===== config.mk =====
export PLATFORM = sky130hd
export DESIGN_NAME = fifo_buffer_param
export DESIGN_NICKNAME = d
export VERILOG_FILES = /design/src/rtl/fifo_pkg.sv /design/src/rtl/fifo_ptr.sv /design/src/rtl/fifo_buffer_param.sv
export SDC_FILE = /design/constraint.sdc
export NUM_CORES = 1
export LEC_CHECK = 0
export CORE_UTILIZATION = 35
export CTS_BUF_LIST = sky130_fd_sc_hd__clkbuf_2 sky130_fd_sc_hd__clkbuf_4 sky130_fd_sc_hd__clkbuf_8
export CTS_CLUSTER_DIAMETER = 150
export CTS_CLUSTER_SIZE = 12
export DETAILED_ROUTE_END_ITERATION = 8
export MAX_ROUTING_LAYER = met4
export PLACE_DENSITY = 0.66
export SETUP_SLACK_MARGIN = 0.1
export SKIP_LAST_GASP = 1
export SLEW_MARGIN = 5
export SYNTH_ARGS = -nofsm -noshare
export SYNTH_HDL_FRONTEND = slang
export SYNTH_HIERARCHICAL = 1
export SYNTH_SLANG_ARGS = --single-unit
export TNS_END_PERCENT = 20

===== constraint.sdc =====
create_clock -name CLK -period 7 [get_ports CLK]
set_input_delay 1.4 -clock CLK [delete_from_list [all_inputs] [get_ports CLK]]
set_output_delay 1.4 -clock CLK [all_outputs]
set_load 0.05 [all_outputs]

===== src/rtl/fifo_pkg.sv =====
// Shared defaults, depth derivation and flag encoding for the parameterised FIFO.
package fifo_pkg;

  localparam int unsigned FIFO_DEF_DATA_WIDTH = 32;
  localparam int unsigned FIFO_DEF_PTR_WIDTH  = 2;
  localparam int unsigned FIFO_DEF_AE_LEVEL   = 1;

  localparam int unsigned FIFO_OUT_FALLTHRU   = 0;
  localparam int unsigned FIFO_OUT_REGISTERED = 1;

  typedef struct packed {
    logic empty;
    logic full;
    logic almost_empty;
    logic almost_full;
  } fifo_flags_t;

  function automatic int unsigned fifo_depth(input int unsigned ptr_width);
    return 32'd1 << ptr_width;
  endfunction

  function automatic logic fifo_params_ok(input int unsigned ptr_width,
                                          input int unsigned ae_level,
                                          input int unsigned af_level);
    return (ptr_width >= 1) && (ae_level < af_level) &&
           (af_level <= fifo_depth(ptr_width));
  endfunction

endpackage


===== src/rtl/fifo_ptr.sv =====
// Wrapping FIFO pointer, one extra MSB so full and empty can be told apart.
module fifo_ptr
  import fifo_pkg::*;
#(
  parameter int unsigned PTR_WIDTH = FIFO_DEF_PTR_WIDTH
) (
  input  logic                 CLK,
  input  logic                 RST_N,
  input  logic                 clr_i,
  input  logic                 inc_i,
  output logic [PTR_WIDTH:0]   ptr_o
);

  logic [PTR_WIDTH:0] ptr_q, ptr_d;

  always_comb begin
    ptr_d = ptr_q;
    if (clr_i) begin
      ptr_d = '0;
    end else if (inc_i) begin
      ptr_d = ptr_q + (PTR_WIDTH+1)'(1);
    end
  end

  always_ff @(posedge CLK or negedge RST_N) begin
    if (!RST_N) begin
      ptr_q <= '0;
    end else begin
      ptr_q <= ptr_d;
    end
  end

  assign ptr_o = ptr_q;

endmodule


===== src/rtl/fifo_buffer_param.sv =====
// Parameterised synchronous FIFO with level flags, sticky error flags and
// optional registered output stage.
module fifo_buffer_param
  import fifo_pkg::*;
#(
  parameter int unsigned DATA_WIDTH = FIFO_DEF_DATA_WIDTH,
  parameter int unsigned PTR_WIDTH  = FIFO_DEF_PTR_WIDTH,
  parameter int unsigned AF_LEVEL   = fifo_depth(PTR_WIDTH) - 1,
  parameter int unsigned AE_LEVEL   = FIFO_DEF_AE_LEVEL,
  parameter int unsigned OUT_REG    = FIFO_OUT_FALLTHRU
) (
  input  logic                  CLK,
  input  logic                  RST_N,
  input  logic                  CLR,
  input  logic                  FIFO_WRITE,
  input  logic                  FIFO_READ,
  input  logic [DATA_WIDTH-1:0] DATA_IN,
  output logic [DATA_WIDTH-1:0] DATA_OUT,
  output logic                  DOUT_VALID,
  output logic                  EMPTY,
  output logic                  FULL,
  output logic                  ALMOST_EMPTY,
  output logic                  ALMOST_FULL,
  output logic [PTR_WIDTH:0]    LEVEL,
  output logic                  OVERFLOW,
  output logic                  UNDERFLOW
);

  localparam int unsigned DEPTH = fifo_depth(PTR_WIDTH);
  localparam logic [PTR_WIDTH:0] AF_LVL = (PTR_WIDTH+1)'(AF_LEVEL);
  localparam logic [PTR_WIDTH:0] AE_LVL = (PTR_WIDTH+1)'(AE_LEVEL);

  if (!fifo_params_ok(PTR_WIDTH, AE_LEVEL, AF_LEVEL)) begin : g_param_err
    $error("fifo_buffer_param: need PTR_WIDTH>=1 and AE_LEVEL < AF_LEVEL <= depth");
  end

  logic [PTR_WIDTH:0]    wr_ptr, rd_ptr, level;
  fifo_flags_t           flags;
  logic                  wr_en, rd_en;
  logic                  ovf_q, ovf_d, unf_q, unf_d;
  logic [DATA_WIDTH-1:0] mem_q [DEPTH];
  logic [DATA_WIDTH-1:0] rd_word;

  // Flags depend only on registered pointers, never on the request inputs.
  assign level = wr_ptr - rd_ptr;

  always_comb begin
    flags.empty        = (wr_ptr == rd_ptr);
    flags.full         = (wr_ptr[PTR_WIDTH] != rd_ptr[PTR_WIDTH]) &&
                         (wr_ptr[PTR_WIDTH-1:0] == rd_ptr[PTR_WIDTH-1:0]);
    flags.almost_empty = (level <= AE_LVL);
    flags.almost_full  = (level >= AF_LVL);
  end

  assign wr_en = FIFO_WRITE && !flags.full  && !CLR;
  assign rd_en = FIFO_READ  && !flags.empty && !CLR;

  fifo_ptr #(.PTR_WIDTH(PTR_WIDTH)) u_wr_ptr (
    .CLK   (CLK),
    .RST_N (RST_N),
    .clr_i (CLR),
    .inc_i (wr_en),
    .ptr_o (wr_ptr)
  );

  fifo_ptr #(.PTR_WIDTH(PTR_WIDTH)) u_rd_ptr (
    .CLK   (CLK),
    .RST_N (RST_N),
    .clr_i (CLR),
    .inc_i (rd_en),
    .ptr_o (rd_ptr)
  );

  // Storage is deliberately left unreset; pointer reset alone discards contents.
  always_ff @(posedge CLK) begin
    if (wr_en) begin
      mem_q[wr_ptr[PTR_WIDTH-1:0]] <= DATA_IN;
    end
  end

  assign rd_word = mem_q[rd_ptr[PTR_WIDTH-1:0]];

  always_comb begin
    ovf_d = ovf_q;
    unf_d = unf_q;
    if (CLR) begin
      ovf_d = 1'b0;
      unf_d = 1'b0;
    end else begin
      if (FIFO_WRITE && flags.full)  ovf_d = 1'b1;
      if (FIFO_READ  && flags.empty) unf_d = 1'b1;
    end
  end

  always_ff @(posedge CLK or negedge RST_N) begin
    if (!RST_N) begin
      ovf_q <= 1'b0;
      unf_q <= 1'b0;
    end else begin
      ovf_q <= ovf_d;
      unf_q <= unf_d;
    end
  end

  if (OUT_REG != FIFO_OUT_FALLTHRU) begin : g_out_reg
    logic [DATA_WIDTH-1:0] dout_q, dout_d;
    logic                  dvalid_q, dvalid_d;

    // rd_en is already masked by CLR, so a flush also drops the valid strobe.
    always_comb begin
      dout_d   = dout_q;
      dvalid_d = rd_en;
      if (rd_en) dout_d = rd_word;
    end

    always_ff @(posedge CLK or negedge RST_N) begin
      if (!RST_N) begin
        dout_q   <= '0;
        dvalid_q <= 1'b0;
      end else begin
        dout_q   <= dout_d;
        dvalid_q <= dvalid_d;
      end
    end

    assign DATA_OUT   = dout_q;
    assign DOUT_VALID = dvalid_q;
  end else begin : g_out_comb
    assign DATA_OUT   = rd_word;
    assign DOUT_VALID = !flags.empty;
  end

  assign EMPTY        = flags.empty;
  assign FULL         = flags.full;
  assign ALMOST_EMPTY = flags.almost_empty;
  assign ALMOST_FULL  = flags.almost_full;
  assign LEVEL        = level;
  assign OVERFLOW     = ovf_q;
  assign UNDERFLOW    = unf_q;

endmodule


# --- After elaboration in Yosys (flattened, before gate mapping) ---
# Memory sizes are Yosys's and may differ from the RTL's.
# Index checks and enable logic that the tools add are counted.
totals:
  ramBits: 128
  memories: 1
  output_inout_bits: 42
  inputBits: 37
  reg_bits: 8
  word_cells: 37
memory_table:
  columns: ["memory", "depth", "width", "rd", "rd_clocked_by_memory_dff", "write_ports", "line", "rtl"]
  rows:
  - ["mem_q", 4, 32, 1, 0, 1, "fifo_buffer_param.sv:41", "logic [DATA_WIDTH-1:0] mem_q [DEPTH];"]
classes:
  eq_ne: 3
  n_addsub: 3
  muxes: 10
  magnitude_cmp: 2
  n_reduce_logical: 14
ops:
  columns: ["operator", "count"]
  rows:
  - ["$mux 3", 4]
  - ["$reduce_bool 2->1", 4]
  - ["$logic_and 1x1->1", 7]
  - ["$add 3x1->3 const B", 2]
  - ["$mux 1", 6]
  - ["$eq 3x3->1", 1]
  - ["$ge 3x2->1 const B", 1]
  - ["$le 3x1->1 const B", 1]
  - ["$logic_not 1->1", 3]
  - ["$sub 3x3->3", 1]
  - ["$eq 2x2->1", 1]
  - ["$ne 1x1->1", 1]

# --- Longest topological paths before layout ---
# Gate-level depths: netlist of the first run.
logic_depth:
  depth_word: 7
  ltp_mapped: 9

# --- Hierarchy ---
# Netlist of the first run, hierarchy kept.
modules_own_cells:
  columns: ["mod", "n_inst", "cells_each", "area_each_um2", "seq_area_each_um2"]
  rows:
  - ["fifo_buffer_param", 1, 201, 4946.0, 3893.7]
  - ["fifo_ptr", 2, 11, 136.4, 75.1]

# --- Worst setup path before layout of the first run ---
# Ideal clock, no wire load.
synth_path:
  path_type: "in2reg"
  startpoint: "input port CLR"
  endpoint: "memory mem_q[1][0] (netlist name), enable pin"
  arrival_time_ps: 5227
  n_path_buf: 0
  slack_ps: 1250
  cell_stages: 2
  required_time_ps: 6478
  cell_sequence: "nand2b_1 > a2111oi_1"
synth_via:
  elab_chain_len: 4
synth_rtl:
  columns: ["item", "line", "rtl"]
  rows:
  - ["from (decl)", "fifo_buffer_param.sv:14", "input logic CLR,"]
  - ["$logic_not 1->1", "fifo_buffer_param.sv:55", "assign wr_en = FIFO_WRITE && !flags.full && !CLR;"]
  - ["$logic_and 1x1->1", "fifo_buffer_param.sv:55", null]
  - ["$mux 1", "fifo_buffer_param.sv:76", "if (wr_en) begin"]
  - ["$mux 1 (implied by the code)", "fifo_buffer_param.sv:77", "mem_q[wr_ptr[PTR_WIDTH-1:0]] <= DATA_IN;"]
  - ["to (decl)", "fifo_buffer_param.sv:41", null]
# Every way passes these cells.

# --- Worst setup path in the final report of the first run ---
layout_path:
  startpoint: "register u_rd_ptr.ptr_q[1] (netlist: u_rd_ptr/ptr_o[1])"
  endpoint: "output port ALMOST_EMPTY"
layout_via:
  elab_chain_len: 2
layout_rtl:
  columns: ["item", "line", "rtl"]
  rows:
  - ["from (decl)", "fifo_ptr.sv:14", "logic [PTR_WIDTH:0] ptr_q, ptr_d;"]
  - ["from (signal assigned)", "fifo_ptr.sv:29", "ptr_q <= ptr_d;"]
  - ["$sub 3x3->3", "fifo_buffer_param.sv:45", "assign level = wr_ptr - rd_ptr;"]
  - ["$le 3x1->1", "fifo_buffer_param.sv:51", "flags.almost_empty = (level <= AE_LVL);"]
  - ["to (decl)", "fifo_buffer_param.sv:22", "output logic ALMOST_EMPTY,"]
# Every way passes these cells.

==> run summary, run 1 <==
CP Max Fanout: 35
Hpwl dp: 5490 µm
R2r startpoint: u_rd_ptr/ptr_o[1]
Routed WL: 9140 µm
Worst-Margin Slew: 0.868 ns
Clock sinks: 136
Die area: 0.0154 mm²
CP Cell Sequence: inv_1 > fa_1 > xnor3_1 > nor2_1 > clkdlybuf4s50_1
Final WS setup: 2.45 ns
Commonest non-fill, non-tap cell in the layout: edfxtp_1
Footprint of the multi-input gates: 0.00108 mm²
Largest net degree at the start of global routing: 36
Unrepaired setup endpoints after global routing: false
Post-Synth XOR/XNOR Area: 1.10%
Routed len/inst: 17.9 µm
Starting Density: 35.9%
Main combinational cell family by area after synthesis: multiplexers
Placeable Area: 0.0145 mm²
Pre-CTS setup slack: 2.80 ns
Worst min path class: reg2reg
Vias: 2,472
Final worst clock skew: 0.00682 ns
Antenna diodes: 0
TritonCTS clock tree: built
Final min period: 4.55 ns
Max rail drop VDD: 0.000140 V
Port bufs: 78
Fin area: 0.00659 mm²
Worst-path cell with the longest stage delay: dfrtp_2
Yosys cell types: 26
CP Class: reg2out
Final hold violation count: 0
Final slew viol count: 0
Worst skew pair latency: 0.43 ns
Yosys Warn Count: 6
# setup viols final: 0
Clock Path Buffers: 2
Final nets: 358
Die Y-Extent: 124 µm
Vias in the first global route: 2,653
Via density: 4.83
Combinational share of power: 12.0%
Global placer's final weighted congestion: 0.699
Most frequent cells in the layout: edfxtp_1 (128), clkdlybuf4s50_1 (78), mux4_2 (30)
Fillcell total: 1,268
Die W: 124 µm
Sequential fraction of design power: 52.6%
Critical path data required time: 5.60 ns
Syn Std Cell Area: 0.00522 mm²
Grt ovf: 0
Outcome: finished, final reports clean
Startpoint Class: flip-flop
Syn Nets: 265
Seq/Total Area, Yosys: 77.5%
DR iter-0 viols: 192
Seq. cell area: 0.00405 mm²
Layout cell share with drive strength beyond 1: 21.6%
Top cells by area, synth: edfxtp_1 (74%), mux4_2 (13%), dfrtp_1 (3.8%)
Syn Inst Count: 223
Synth-to-layout area growth: 26.2%
Reg2Reg Depth: 5
Post-synth top area share: 73.7%
Syn_area_per_cell: 23.4 µm²
Tcrit/Tclk final: 65.0%
Hold Path Sink: OVERFLOW
TritonRoute pass-1 iters: 4
First-pass GRT wire length: 14,300 µm
Total internal power: 1.34 mW
CP Buf/Inv Count: 2
Hold_sp: OVERFLOW
Leakage power: 2.12 nW
Site row count: 44
Hold_buf cts: 0
Proportion of synthesized area in mux cells: 14.3%
I/O pin cnt: 79
Critical R2R Capture: mem_q[2][7]
Quantity of gates resized following cts: 0
Post-Synth Adder-Cell Area: 1.34%
MaxCap Viol Count: 0
Post-DRT Antenna Nets: 0
DRC: 0
CP peak stage delay: 0.94 ns
R2r setup slk: 3.98 ns
Clock Power Share: 35.4%
Synth Area in Compound Gates: 2.11%
Sw power: 405 µW
Critical path's top delay family: buffers and inverters
Hold Path Cell Cnt: 2
Normalized max-slew margin: 42.1%
Post-CTS Setup Bufs: 0
GRT Util Overall: 13.8%
Net Sw Frac: 23.2%
Root Buffer: clkbuf_8
Pwr/cell area: 265 mW/mm²
Seq cells post-synth: 136
Depth of the CTS H-tree: 4
Area after DPL: 0.00620 mm²
Setup TNS: 0 ns
CTS Buf Count: 17
Max Clock Freq: 0.220 GHz
Critical Path AT: 3.15 ns
Crit. End Element: primary output
Post-synthesis simple-gate area fraction: 1.37%
Clk slew on worst S/H paths: 0.07 ns
Yosys top cell by area: edfxtp_1
Initial antenna violation count: 0
-- through the flow --
| step | util, % | hold slack [ns] | std cells | total power [mW] |
|---|---|---|---|---|
| 2_1_floorplan | - | 0.511 | 223 | 1.07 |
| 3_3_place_gp | 42.7 | 0.520 | 481 | 1.15 |
| 3_5_place_dp | 42.7 | 0.537 | 481 | 1.15 |
| 4_1_cts | 45.3 | 0.547 | 512 | 1.77 |
| 5_1_grt | 45.3 | 0.565 | 512 | 1.81 |
| 6_report | 45.3 | 0.549 | 512 | 1.75 |
-- power groups by stage --
stage / sequential [mW] / clock, mW / combinational, mW
finish: 0.919 / 0.618 / 0.210
global route: 0.921 / 0.671 / 0.223
detailed placement: 0.937 / 0 / 0.212
CTS: 0.919 / 0.636 / 0.213
floorplan: 0.935 / 0 / 0.135
global placement: 0.936 / 0 / 0.210
-- cell families after synthesis --
logic type | Yosys count
DFF | 136
adders and majority gates | 5
buffers and inverters | 15
AOI/OAI and AO/OA | 13
and+or+nand+nor | 15
muxes | 34
xor gates and xnor gates | 5
-- routing by layer --
metal	global-route usage, %	share of wire [%]
met1	15.4	41
met2	21.8	52
met3	5.27	5.6
met4	6.47	1.6
met5	-	0
-- cells in the mapped netlist, drive strengths merged --
master / n
clkbuf: 1
xnor3: 1
o32ai: 2
mux2i: 2
xor2: 1
nand3b: 2
and2: 1
fa: 1
a2111oi: 4
buf: 8
edfxtp: 128
a21o: 1
nand2b: 2
ha: 4
mux4: 32
xnor2: 3
inv: 6
a21bo: 2
dfrtp: 8
nand2: 3
nor2: 7
a21oi: 4
-- worst max path at each step --
stage	from	end	slack, ns	depth (start not counted)
2_1_floorplan	CLR	mem_q[1][0]	1.25	2
3_3_place_gp	u_rd_ptr/ptr_o[1]	ALMOST_FULL	2.87	5
3_5_place_dp	u_rd_ptr/ptr_o[1]	ALMOST_EMPTY	2.80	5
4_1_cts	u_rd_ptr/ptr_o[1]	ALMOST_EMPTY	2.32	5
5_1_grt	u_rd_ptr/ptr_o[1]	ALMOST_EMPTY	2.21	5
6_report	u_rd_ptr/ptr_o[1]	ALMOST_EMPTY	2.45	5
-- worst min-delay path, cell delays in order, from the launching register on --
cell	delay, ns
dfrtp_1	0.38
inv_1	0.05
o32ai_1	0.07
-- flip-flops by register name, indices dropped and copies added (netlist names) --
signal,count
u_rd_ptr/ptr_o,3
OVERFLOW,1
u_wr_ptr/ptr_o,3
UNDERFLOW,1
mem_q,128
-- cell type report --
class / instances / area share (%)
multi-input cells: 72 / 16.5
well taps: 184 / 3.50
clock buffers: 19 / 3.78
flip-flops and latches: 136 / 61.4
inverters: 6 / 0.342
repair buffers: 83 / 12.4
clock inverters: 12 / 2.03
No activity file was read; power rests on OpenSTA's default activity.
==> run 2, diff against run 1 <==
Clock period 7 ns to 4.2 ns, I/O delays scaled along.
==> run 2 against run 1 <==
  * Combinational power grew 70%
  * Sequential share of layout area grew 0.15 points
  * Power grew 61%
  * Core utilization shrank 0.11 points
  * Worst hold slack lost 0.0034 ns
  * Sequential power grew 65%
  * Sequential cell count is the same
  * Register-to-register slack lost 2.4 ns
  * Non-clock buffer count grew 3
  * Largest power group unchanged
  * Highest routed layer unchanged
==> run summary, run 2 (synthesis gave the netlist of run 1 again) <==
Outcome: finished, final reports clean
Grt ovf: 0
Max FFs per register: 128
Placed Cells: 484
Largest net degree at the start of global routing: 35
Post-CTS Setup Bufs: 0
Worst skew pair latency: 0.43 ns
# setup viols final: 0
Hpwl dp: 5700 µm
Global placer's final weighted congestion: 0.711
Pwr/cell area: 427 mW/mm²
CP Max Fanout: 5
Antenna diodes: 0
Fin area: 0.00657 mm²
Leakage power: 2.11 nW
Worst-path cell with the longest stage delay: clkdlybuf4s50_1
Final worst clock skew: 0.00914 ns
Final slew viol count: 0
Vias: 2,482
Final hold violation count: 0
Pre-CTS setup slack: 0.990 ns
Die W: 124 µm
Depth of the CTS H-tree: 4
Port bufs: 78
Critical Path AT: 2.80 ns
Commonest non-fill, non-tap cell in the layout: edfxtp_1
Final min period: 3.64 ns
Worst-Margin Slew: 0.796 ns
Crit. Startpoint: u_wr_ptr/ptr_o[0]
Startpoint Class: flip-flop
Initial antenna violation count: 0
Starting Density: 35.9%
Hold_sp: OVERFLOW
CP Class: reg2out
DR iter-0 viols: 130
Routed WL: 9340 µm
CP Buf/Inv Count: 3
R2r startpoint: u_wr_ptr/ptr_o[0]
First-pass GRT wire length: 14,400 µm
Final cell count without fillers: 516
Max Clock Freq: 0.275 GHz
Clock sinks: 136
Final nets: 361
Root Buffer: clkbuf_8
Routed len/inst: 18.1 µm
Area after DPL: 0.00622 mm²
Unrepaired setup endpoints after global routing: false
CP Cell Sequence: inv_1 > ha_1 > inv_1 > fa_1 > xnor3_1 > a21o_1 > clkdlybuf4s50_1
Critical path data required time: 3.36 ns
DRC: 0
Vias in the first global route: 2,665
Worst min path class: reg2reg
Most frequent CP cell: inv_1
Most frequent cells in the layout: edfxtp_1 (128), clkdlybuf4s50_1 (78), mux4_2 (30)
Placeable Area: 0.0145 mm²
CTS Buf Count: 17
Hold_ws: 0.545 ns
Quantity of gates resized following cts: 0
Die Y-Extent: 124 µm
TritonCTS clock tree: built
Clock Path Buffers: 2
Die area: 0.0154 mm²
Hold_buf cts: 0
Final WS setup: 0.562 ns
Final design utilization: 45.2%
Critical path's top delay family: buffers and inverters
Normalized max-slew margin: 46.8%
MaxCap Viol Count: 0
Site row count: 44
Post-DRT Antenna Nets: 0
Fillcell total: 1,265
Tcrit/Tclk final: 86.6%
GRT Util Overall: 13.8%
CP peak stage delay: 0.79 ns
I/O pin cnt: 79
Via density: 4.81
Max rail drop VDD: 0.000162 V
Layout cell share with drive strength beyond 1: 23.5%
Synth-to-layout area growth: 25.9%
Clk slew on worst S/H paths: 0.07 ns
TritonRoute pass-1 iters: 4
Crit. End Element: primary output
## run 2: changes by cell type in the layout (fill, tap and decap cells not counted)
cell        delta
clkinvlp_4     +2
clkinv_2       +1
clkinv_1       -3
buf_4          +3
clkbuf_8       +2
bufinv_16      -3
clkbuf_4       +2
## run 2: area by class of cell
type,instances,area [µm²],area share (%)
Multi-Input combinational cell,72,1080,16.5
Clock buffer,23,292,4.44
Inverter,6,22.5,0.343
Sequential cell,136,4050,61.6
Tap cell,184,230,3.50
Timing Repair Buffer,86,841,12.8
Clock inverter,9,52.6,0.800
## run 2: worst paths after layout
check	to	slack (ns)	cells past startpoint
worst max-delay path	ALMOST_FULL	0.56	7
worst min-delay path	OVERFLOW	0.55	2
worst max register to register	mem_q[2][2]	1.63	5
worst min register to register	OVERFLOW	0.55	2
max in group asynchronous	u_rd_ptr/ptr_o[1]	3.19	1
min in group asynchronous	OVERFLOW	0.70	1
## run 2: per-layer routing
metal	share of wire, %	global-route usage (%)
met5	0	-
met2	53	22.4
met3	5.1	4.12
met4	1.9	6.47
met1	40	15.7
## run 2: worst register-to-register path, cell delays in order (launching register included)
cell       delay (ns)
dfrtp_1          0.48
inv_1            0.14
ha_1             0.35
and2_1           0.29
a2111oi_2        0.41
buf_4            0.51
## run 2: metrics by stage
step | setup TNS, ns | total power, mW
6_report | 0 | 2.80
3_5_place_dp | 0 | 1.92
4_1_cts | 0 | 2.84
5_1_grt | 0 | 2.91
3_3_place_gp | 0 | 1.91
2_1_floorplan | -132.20 | 1.78
## run 2: where the power goes
| group | switching (mW) | internal [mW] |
|---|---|---|
| combinational | 0.220 | 0.138 |
| sequential | 0.00881 | 1.51 |
| clock | 0.464 | 0.458 |
==> run 3, diff against run 2 <==
Settings changed: SETUP_SLACK_MARGIN 0.1 to 0.02.
==> results of run 3 <==
Final layout, timing and power as in run 2 (identical DEF).
